--- config.mk ---
export PLATFORM = sky130hd
export DESIGN_NAME = fp2int_conv
export DESIGN_NICKNAME = d
export VERILOG_FILES = /design/src/rtl/fp2int_conv.sv
export SDC_FILE = /design/constraint.sdc
export NUM_CORES = 1
export LEC_CHECK = 0
export ABC_AREA = 1
export BUFFER_PORTS_ARGS = -buffer_cell sky130_fd_sc_hd__buf_2
export CAP_MARGIN = 30
export CORE_MARGIN = 4
export CORE_UTILIZATION = 55
export DETAILED_ROUTE_END_ITERATION = 8
export HOLD_SLACK_MARGIN = 0.15
export PLACE_DENSITY = 0.73
export RECOVER_POWER = 100
export SYNTH_ARGS = -nofsm -noshare
export SYNTH_HDL_FRONTEND = slang
export SYNTH_SLANG_ARGS = --single-unit
--- constraint.sdc ---
create_clock -name i_clk -period 4.2 [get_ports i_clk]
set_input_delay 0.84 -clock i_clk [delete_from_list [all_inputs] [get_ports i_clk]]
set_output_delay 0.84 -clock i_clk [all_outputs]
set_load 0.01 [all_outputs]
--- src/rtl/fp2int_conv.sv ---
// fp2int_conv: floating-point to integer converter for the River FPU.
//
// Converts an IEEE-754 binary operand (EXPW exponent bits, FRACW fraction
// bits) into a 32- or 64-bit signed or unsigned integer. Multi-cycle,
// single-issue. A start strobe accepted at edge k produces a one-cycle
// o_valid during the cycle after edge k+4.
//
// Optional feature macro: FPU_F2I_ROUNDING_EN
//   defined     : full RISC-V rounding-mode decode of i_rm
//   not defined : i_rm ignored, every conversion truncates (RTZ);
//                 inexact is still reported, latency unchanged
//
// Ports:
//   i_clk       clock
//   i_nrst      asynchronous active-low reset
//   i_ena       start strobe, sampled only while o_busy=0
//   i_a         operand {sign, exp, frac}
//   i_signed    1 = signed result, 0 = unsigned result
//   i_w32       1 = 32-bit result sign-extended to OUTW (ignored if OUTW=32)
//   i_rm        rounding mode (000 RNE, 001 RTZ, 010 RDN, 011 RUP, 100 RMM)
//   o_res       integer result, held until the next accepted start
//   o_overflow  invalid-operation flag (NV)
//   o_inexact   inexact flag (NX)
//   o_valid     one-cycle result strobe
//   o_busy      conversion in progress
module fp2int_conv #(
    parameter int EXPW  = 11,
    parameter int FRACW = 52,
    parameter int OUTW  = 64
) (
    input  logic                  i_clk,
    input  logic                  i_nrst,
    input  logic                  i_ena,
    input  logic [EXPW+FRACW:0]   i_a,
    input  logic                  i_signed,
    input  logic                  i_w32,
    input  logic [2:0]            i_rm,
    output logic [OUTW-1:0]       o_res,
    output logic                  o_overflow,
    output logic                  o_inexact,
    output logic                  o_valid,
    output logic                  o_busy
);

    localparam int MW   = FRACW + 1;          // mantissa incl. hidden bit
    localparam int FW   = MW + 64;            // aligned fixed-point width
    localparam int EW   = EXPW + 2;           // signed unbiased exponent width
    localparam int BIAS = (1 << (EXPW - 1)) - 1;

    logic [3:0] ena;
    logic       accept;

    // stage 1: latched operand and controls
    logic             s1_sign;
    logic [EXPW-1:0]  s1_exp;
    logic [MW-1:0]    s1_mant;
    logic             s1_signed;
    logic             s1_w32;
    logic [2:0]       s1_rm;

    // stage 2: classification
    logic             s2_sign;
    logic [MW-1:0]    s2_mant;
    logic             s2_signed;
    logic             s2_w32;
    logic [2:0]       s2_rm;
    logic             s2_nan;
    logic             s2_inf;
    logic             s2_big;
    logic             s2_tiny;
    logic             s2_exact_min;
    logic [6:0]       s2_sh;

    // stage 3: aligned and rounded magnitude
    logic             s3_sign;
    logic             s3_signed;
    logic             s3_w32;
    logic             s3_nan;
    logic             s3_inf;
    logic             s3_big;
    logic             s3_exact_min;
    logic [64:0]      s3_mag;
    logic             s3_inexact;

    // stage 4: saturated result
    logic [63:0]      s4_res;
    logic             s4_nv;
    logic             s4_nx;

    assign accept = i_ena & ~o_busy;

    // ---------------- stage 2 combinational classify ----------------
    logic signed [EW-1:0] e;
    logic signed [EW-1:0] ep1;
    logic signed [EW-1:0] wm1;
    logic                 frac_zero;
    logic                 c_nan;
    logic                 c_inf;
    logic                 c_big;
    logic                 c_tiny;
    logic                 c_exact_min;
    logic [6:0]           c_sh;

    always_comb begin
        e           = $signed({2'b00, s1_exp}) - $signed(EW'(BIAS));
        ep1         = e + $signed(EW'(1));
        wm1         = s1_w32 ? $signed(EW'(31)) : $signed(EW'(63));
        frac_zero   = ~|s1_mant[FRACW-1:0];
        c_nan       = (&s1_exp) & ~frac_zero;
        c_inf       = (&s1_exp) & frac_zero;
        // signed results already overflow at e = W-1; the single exception
        // (-2^(W-1) exactly) is flagged separately and passed through
        c_big       = s1_signed ? (e >= wm1) : (e > wm1);
        c_tiny      = e < $signed({EW{1'b1}});
        c_exact_min = s1_signed & s1_sign & (e == wm1) & frac_zero;
        c_sh        = (c_tiny | c_big) ? 7'd0 : ep1[6:0];
    end

    // ---------------- stage 3 combinational shift and round ----------------
    // Mantissa is shifted left by e+1 so the binary point sits MW bits up:
    // fx[FW-1:MW] is the integer part, fx[MW-1] the guard bit.
    logic [FW-1:0] fx;
    logic [63:0]   intg;
    logic          guard;
    logic          sticky;
    logic          inc;

    always_comb begin
        fx     = {64'b0, s2_mant} << s2_sh;
        intg   = fx[FW-1:MW];
        guard  = fx[MW-1];
        sticky = |fx[MW-2:0];
        if (s2_tiny) begin
            intg   = '0;
            guard  = 1'b0;
            sticky = |s2_mant;
        end
`ifdef FPU_F2I_ROUNDING_EN
        case (s2_rm)
            3'b000:  inc = guard & (sticky | intg[0]);
            3'b010:  inc = s2_sign & (guard | sticky);
            3'b011:  inc = ~s2_sign & (guard | sticky);
            3'b100:  inc = guard;
            default: inc = 1'b0;
        endcase
`else
        inc = 1'b0;
`endif
    end

`ifndef FPU_F2I_ROUNDING_EN
    logic unused_rm;
    assign unused_rm = ^s2_rm;
`endif

    // ---------------- stage 4 combinational saturate ----------------
    logic [63:0] pos_max;
    logic [63:0] neg_min;
    logic [64:0] pos_lim;
    logic [63:0] sat;
    logic [63:0] res_ext;
    logic        c_nv;
    logic        c_nx;

    always_comb begin
        // 32-bit limits only populate the low word; sign extension below
        // widens them to 64 bits
        if (s3_signed) begin
            pos_max = s3_w32 ? 64'h0000_0000_7FFF_FFFF : 64'h7FFF_FFFF_FFFF_FFFF;
            neg_min = s3_w32 ? 64'h0000_0000_8000_0000 : 64'h8000_0000_0000_0000;
        end else begin
            pos_max = s3_w32 ? 64'h0000_0000_FFFF_FFFF : '1;
            neg_min = '0;
        end
        pos_lim = {1'b0, pos_max};
        sat     = '0;
        c_nv    = 1'b0;
        c_nx    = 1'b0;
        if (s3_nan) begin
            c_nv = 1'b1;
            sat  = pos_max;
        end else if (s3_inf | (s3_big & ~s3_exact_min)) begin
            c_nv = 1'b1;
            sat  = s3_sign ? neg_min : pos_max;
        end else if (s3_exact_min) begin
            sat = neg_min;
        end else if (~s3_sign) begin
            if (s3_mag > pos_lim) begin
                c_nv = 1'b1;
                sat  = pos_max;
            end else begin
                sat  = s3_mag[63:0];
                c_nx = s3_inexact;
            end
        end else if (s3_signed) begin
            if (s3_mag > pos_lim + 65'd1) begin
                c_nv = 1'b1;
                sat  = neg_min;
            end else begin
                sat  = -s3_mag[63:0];
                c_nx = s3_inexact;
            end
        end else begin
            // unsigned negative: only a value rounding to zero is valid
            if (s3_mag != '0) begin
                c_nv = 1'b1;
            end else begin
                c_nx = s3_inexact;
            end
        end
        res_ext = s3_w32 ? {{32{sat[31]}}, sat[31:0]} : sat;
    end

    // ---------------- sequential ----------------
    always_ff @(posedge i_clk or negedge i_nrst) begin
        if (!i_nrst) begin
            ena          <= '0;
            o_busy       <= 1'b0;
            o_valid      <= 1'b0;
            o_res        <= '0;
            o_overflow   <= 1'b0;
            o_inexact    <= 1'b0;
            s1_sign      <= 1'b0;
            s1_exp       <= '0;
            s1_mant      <= '0;
            s1_signed    <= 1'b0;
            s1_w32       <= 1'b0;
            s1_rm        <= '0;
            s2_sign      <= 1'b0;
            s2_mant      <= '0;
            s2_signed    <= 1'b0;
            s2_w32       <= 1'b0;
            s2_rm        <= '0;
            s2_nan       <= 1'b0;
            s2_inf       <= 1'b0;
            s2_big       <= 1'b0;
            s2_tiny      <= 1'b0;
            s2_exact_min <= 1'b0;
            s2_sh        <= '0;
            s3_sign      <= 1'b0;
            s3_signed    <= 1'b0;
            s3_w32       <= 1'b0;
            s3_nan       <= 1'b0;
            s3_inf       <= 1'b0;
            s3_big       <= 1'b0;
            s3_exact_min <= 1'b0;
            s3_mag       <= '0;
            s3_inexact   <= 1'b0;
            s4_res       <= '0;
            s4_nv        <= 1'b0;
            s4_nx        <= 1'b0;
        end else begin
            ena     <= {ena[2:0], accept};
            o_valid <= ena[3];
            if (accept) begin
                o_busy <= 1'b1;
            end else if (ena[3]) begin
                o_busy <= 1'b0;
            end

            if (accept) begin
                s1_sign   <= i_a[EXPW+FRACW];
                s1_exp    <= i_a[EXPW+FRACW-1:FRACW];
                s1_mant   <= {|i_a[EXPW+FRACW-1:FRACW], i_a[FRACW-1:0]};
                s1_signed <= i_signed;
                s1_w32    <= (OUTW == 32) | i_w32;
                s1_rm     <= i_rm;
            end

            if (ena[0]) begin
                s2_sign      <= s1_sign;
                s2_mant      <= s1_mant;
                s2_signed    <= s1_signed;
                s2_w32       <= s1_w32;
                s2_rm        <= s1_rm;
                s2_nan       <= c_nan;
                s2_inf       <= c_inf;
                s2_big       <= c_big;
                s2_tiny      <= c_tiny;
                s2_exact_min <= c_exact_min;
                s2_sh        <= c_sh;
            end

            if (ena[1]) begin
                s3_sign      <= s2_sign;
                s3_signed    <= s2_signed;
                s3_w32       <= s2_w32;
                s3_nan       <= s2_nan;
                s3_inf       <= s2_inf;
                s3_big       <= s2_big;
                s3_exact_min <= s2_exact_min;
                s3_mag       <= {1'b0, intg} + {64'b0, inc};
                s3_inexact   <= guard | sticky;
            end

            if (ena[2]) begin
                s4_res <= res_ext;
                s4_nv  <= c_nv;
                s4_nx  <= c_nx;
            end

            if (ena[3]) begin
                o_res      <= s4_res[OUTW-1:0];
                o_overflow <= s4_nv;
                o_inexact  <= s4_nx;
            end
        end
    end

endmodule

==> impl_results.md <==
* Top FF cell, synth: dfrtp_1
* Num ports at 140
* NetSw at 1.409 mW
* Worst Tran Pin Value at 3289 ps
* Largest net degree at the start of global routing at 121
* Seq/Total Area, Yosys at 38.02%
* N_diodes at 0
* Rows at 74
* Status: finished with violations
* Clock power frac at 48.7%
* Initial Utilization at 55.61%
* CTS resizes at 0
* Busiest metal layer after global routing: met2
* Failing checks: max-capacitance violations, max-slew violations
* Slew Viols, Final at 387
* Clock Tree Root: clkbuf_16
* Final worst setup slack at 359.2 ps
* Setup TNS at 0 ps
* Seq pwr share at 49.4%
* Met2 Use GR at 57.39%
* Design Area, Final at 0.02475 sq mm
* Period utilization at 91.45%
* Die area at 0.04460 sq mm
* Cells after Synth at 3253
* Hold Buf Count CTS at 0
* Worst clock skew at 28.38 ps
* Met3 usage at 4.901%
* Crit path launch type: flop
* Layout cells sized above 1 at 7.690%
* Met1 Use GR at 44.19%
* Port Buf Inserts at 136
* Layout Nets at 3443
* Crit path arrival time at 4290 ps
* Final non-filler cell total at 3874
* Core region area at 0.04083 sq mm
* Number of synthesized register bits at 345
* DR DRC count at 0
* FFs w/ async S/R, synth at 100.0%
* Switching share of power at 20.94%
* Mapped cell area at 0.02271 sq mm
* Final ANT Viol Nets at 0
* CP Max Fanout at 51
* Chip Height at 211.2 microns
* CTS Sinks at 345
* Post-CTS setup buffers at 0
* Post-synth cell types at 56
* Category of the most critical setup path: flop to flop
* CTS Buf Count at 36
* Hold Path Class: input pin to flop
* Combinational share of power at 1.8%
* Worst VDD drop at 359.8 uV
* Tot GR Track Use at 34.41%
* FMAX at 260.4 MHz
* Avg Inst Size Synth at 6.980 sq um
* Starting DRC count in detailed routing at 2614
* Clk buf depth at 3
* Antenna violations before repair at 4
* Cells after DPL at 3807
* Die W at 211.2 microns
* Worst endpoint required time at 4650 ps
* Placed cell area at 0.02381 sq mm
* GPL Wtd Cong at 1.028
* CTS tree: built
* DR WL/cell at 20.16 microns
* Crit path time final at 3841 ps
* # fillers at 3851
* Vias/cell at 5.897
* Vias in the first global route at 21930
* Drt first pass iters at 7
* Vias at 22850
* Clock latency at the later pin of the worst-skew pair at 570 ps
* P_leak at 12.54 nW
* H-tree Lvls at 2
* P_int at 5.319 mW
* Count of final hold-check violations at 0
* Synthesis-to-layout area growth at 9.010%
* Clk slew on worst S/H paths at 60 ps
* Post-detailed-placement half-perimeter wirelength at 59340 microns
* RSZ-0062 raised after global routing: false
* EDFF count, synth at 0
* Ys Warns at 0
* Power Dens Cells at 271.8 mW/mm^2
* Final setup fails at 0
* First-pass GRT wire length at 121700 microns
* Detailed Route WL at 78080 microns
* Dpl ws at 604.6 ps
* Worst Setup End Kind: flop
* Gr ovfl total at 0
* Worst relative slew slack at -119.2%
* Max Cap Violations at 5
-- flip-flops by register name, indices dropped and copies added, names as in the netlist, 4 cells and up --
name,count
ena,4
s3_mag,64
s1_exp,11
s1_mant,53
s4_res,64
s2_mant,53
s2_sh,7
o_res,64
-- layout by cell type, fill, tap and decap left out, types with 39 or more instances in the layout --
master / synthesis / final
nand2_1: 893 / 894
nand3_1: 360 / 360
dfrtp_1: 345 / 343
o21ai_0: 331 / 339
inv_1: 277 / 278
nor2_1: 271 / 270
a21oi_1: 91 / 115
clkbuf_1: 105 / 95
buf_2: 37 / 68
ha_1: 56 / 56
nand4_1: 48 / 48
o22ai_1: 42 / 42
nor3_1: 40 / 40
xor2_1: 39 / 39
-- cells in the mapped netlist, types with 3 or more instances --
cell type,n,area (sq um)
nand2_1,893,3352
nand3_1,360,1802
dfrtp_1,345,8633
o21ai_0,331,1657
inv_1,277,1040
nor2_1,271,1017
clkbuf_1,105,394.1
a21oi_1,91,455.4
ha_1,56,700.7
nand4_1,48,300.3
o22ai_1,42,262.8
nor3_1,40,200.2
xor2_1,39,341.6
buf_2,37,185.2
mux2_2,33,371.6
nor4_1,33,206.5
a21oi_2,31,271.5
a22oi_1,31,232.7
buf_1,30,112.6
o21ai_1,19,95.09
inv_2,14,52.55
o211ai_1,12,90.09
nand2_2,10,62.56
a31oi_1,8,50.05
or2_1,8,50.05
nor2_2,7,43.79
buf_4,6,45.04
clkinv_1,6,22.52
mux2i_1,6,60.06
nor2_4,6,67.56
o21a_1,6,45.04
buf_6,5,56.30
or2_2,5,31.28
o221ai_1,4,35.03
and2_1,3,18.77
buf_8,3,45.04
o2111ai_1,3,26.28
xnor2_1,3,26.28
-- cells by family (layout without fill, tap and decap cells) --
group,after synthesis,count (layout),synth area share [%]
simple gates,1694,1694,32.02
compound gates,593,593,14.74
buf+inv,483,558,8.602
flops,345,345,38.02
fa+ha+maj,56,56,3.086
xor+xnor,42,42,1.620
mux,39,39,1.901
other cells,1,15,0.01652
-- power groups by stage --
stage | Combinational [mW] | Clock [mW] | Sequential, mW
3_5_place_dp | 0.131 | 0 | 3.38
3_3_place_gp | 0.127 | 0 | 3.38
4_1_cts | 0.132 | 3.32 | 3.32
6_report | 0.124 | 3.28 | 3.32
2_1_floorplan | 0.0131 | 0 | 3.39
5_1_grt | 0.146 | 3.47 | 3.32
-- through the flow --
| step | total power [mW] | util [%] | hold slack (ps) |
|---|---|---|---|
| after floorplan | 3.399 | - | 348.7 |
| after global placement | 3.511 | 58.26 | 458.0 |
| after detailed placement | 3.516 | 58.32 | 466.9 |
| after CTS | 6.779 | 61.28 | 451.9 |
| after global routing | 6.940 | 60.62 | 479.7 |
| final | 6.728 | 60.62 | 470.6 |
-- layer usage --
metal | wire [microns] | vias up
met5 | 36 | -
met4 | 4420 | 6
met3 | 5338 | 213
met2 | 36760 | 905
met1 | 31530 | 10830
li1 | - | 10900
-- critical path, cell delays in order (launching register included) --
cell and delay, ps:
dfrtp_1 1310, inv_2 270, o21ai_0 390, o21ai_0 240, o21ai_0 240, o21ai_0 200
o21ai_0 670, inv_1 90, nand2_1 80, nand3_1 100, o21ai_0 110
-- path summary, 6_finish.rpt --
path / depth (start not counted) / slack, ps / endpoint / startpoint
worst max-delay path: 10 / 360 / s3_mag[35] / s2_sh[0]
worst min-delay path: 3 / 470 / s1_mant[43] / i_a[43]
worst max register to register: 10 / 360 / s3_mag[35] / s2_sh[0]
worst min register to register: 2 / 480 / s2_mant[19] / s1_mant[19]
max in group asynchronous: 2 / 770 / ena[1] / i_nrst
min in group asynchronous: 1 / 1360 / o_res[13] / i_nrst
-- final cells by class --
class                      instances  area, sq um  share of cell area (%)
sequential                       345         8636                   34.89
clock buffer                      58         1086                   4.388
inverter                         297         1115                   4.504
clock inverter                     7        125.1                  0.5055
tap                              532        665.6                   2.689
timing repair buffer             196         1055                   4.261
multi-input combinational       2439        12070                   48.76
No activity file was read; power rests on OpenSTA's default activity.
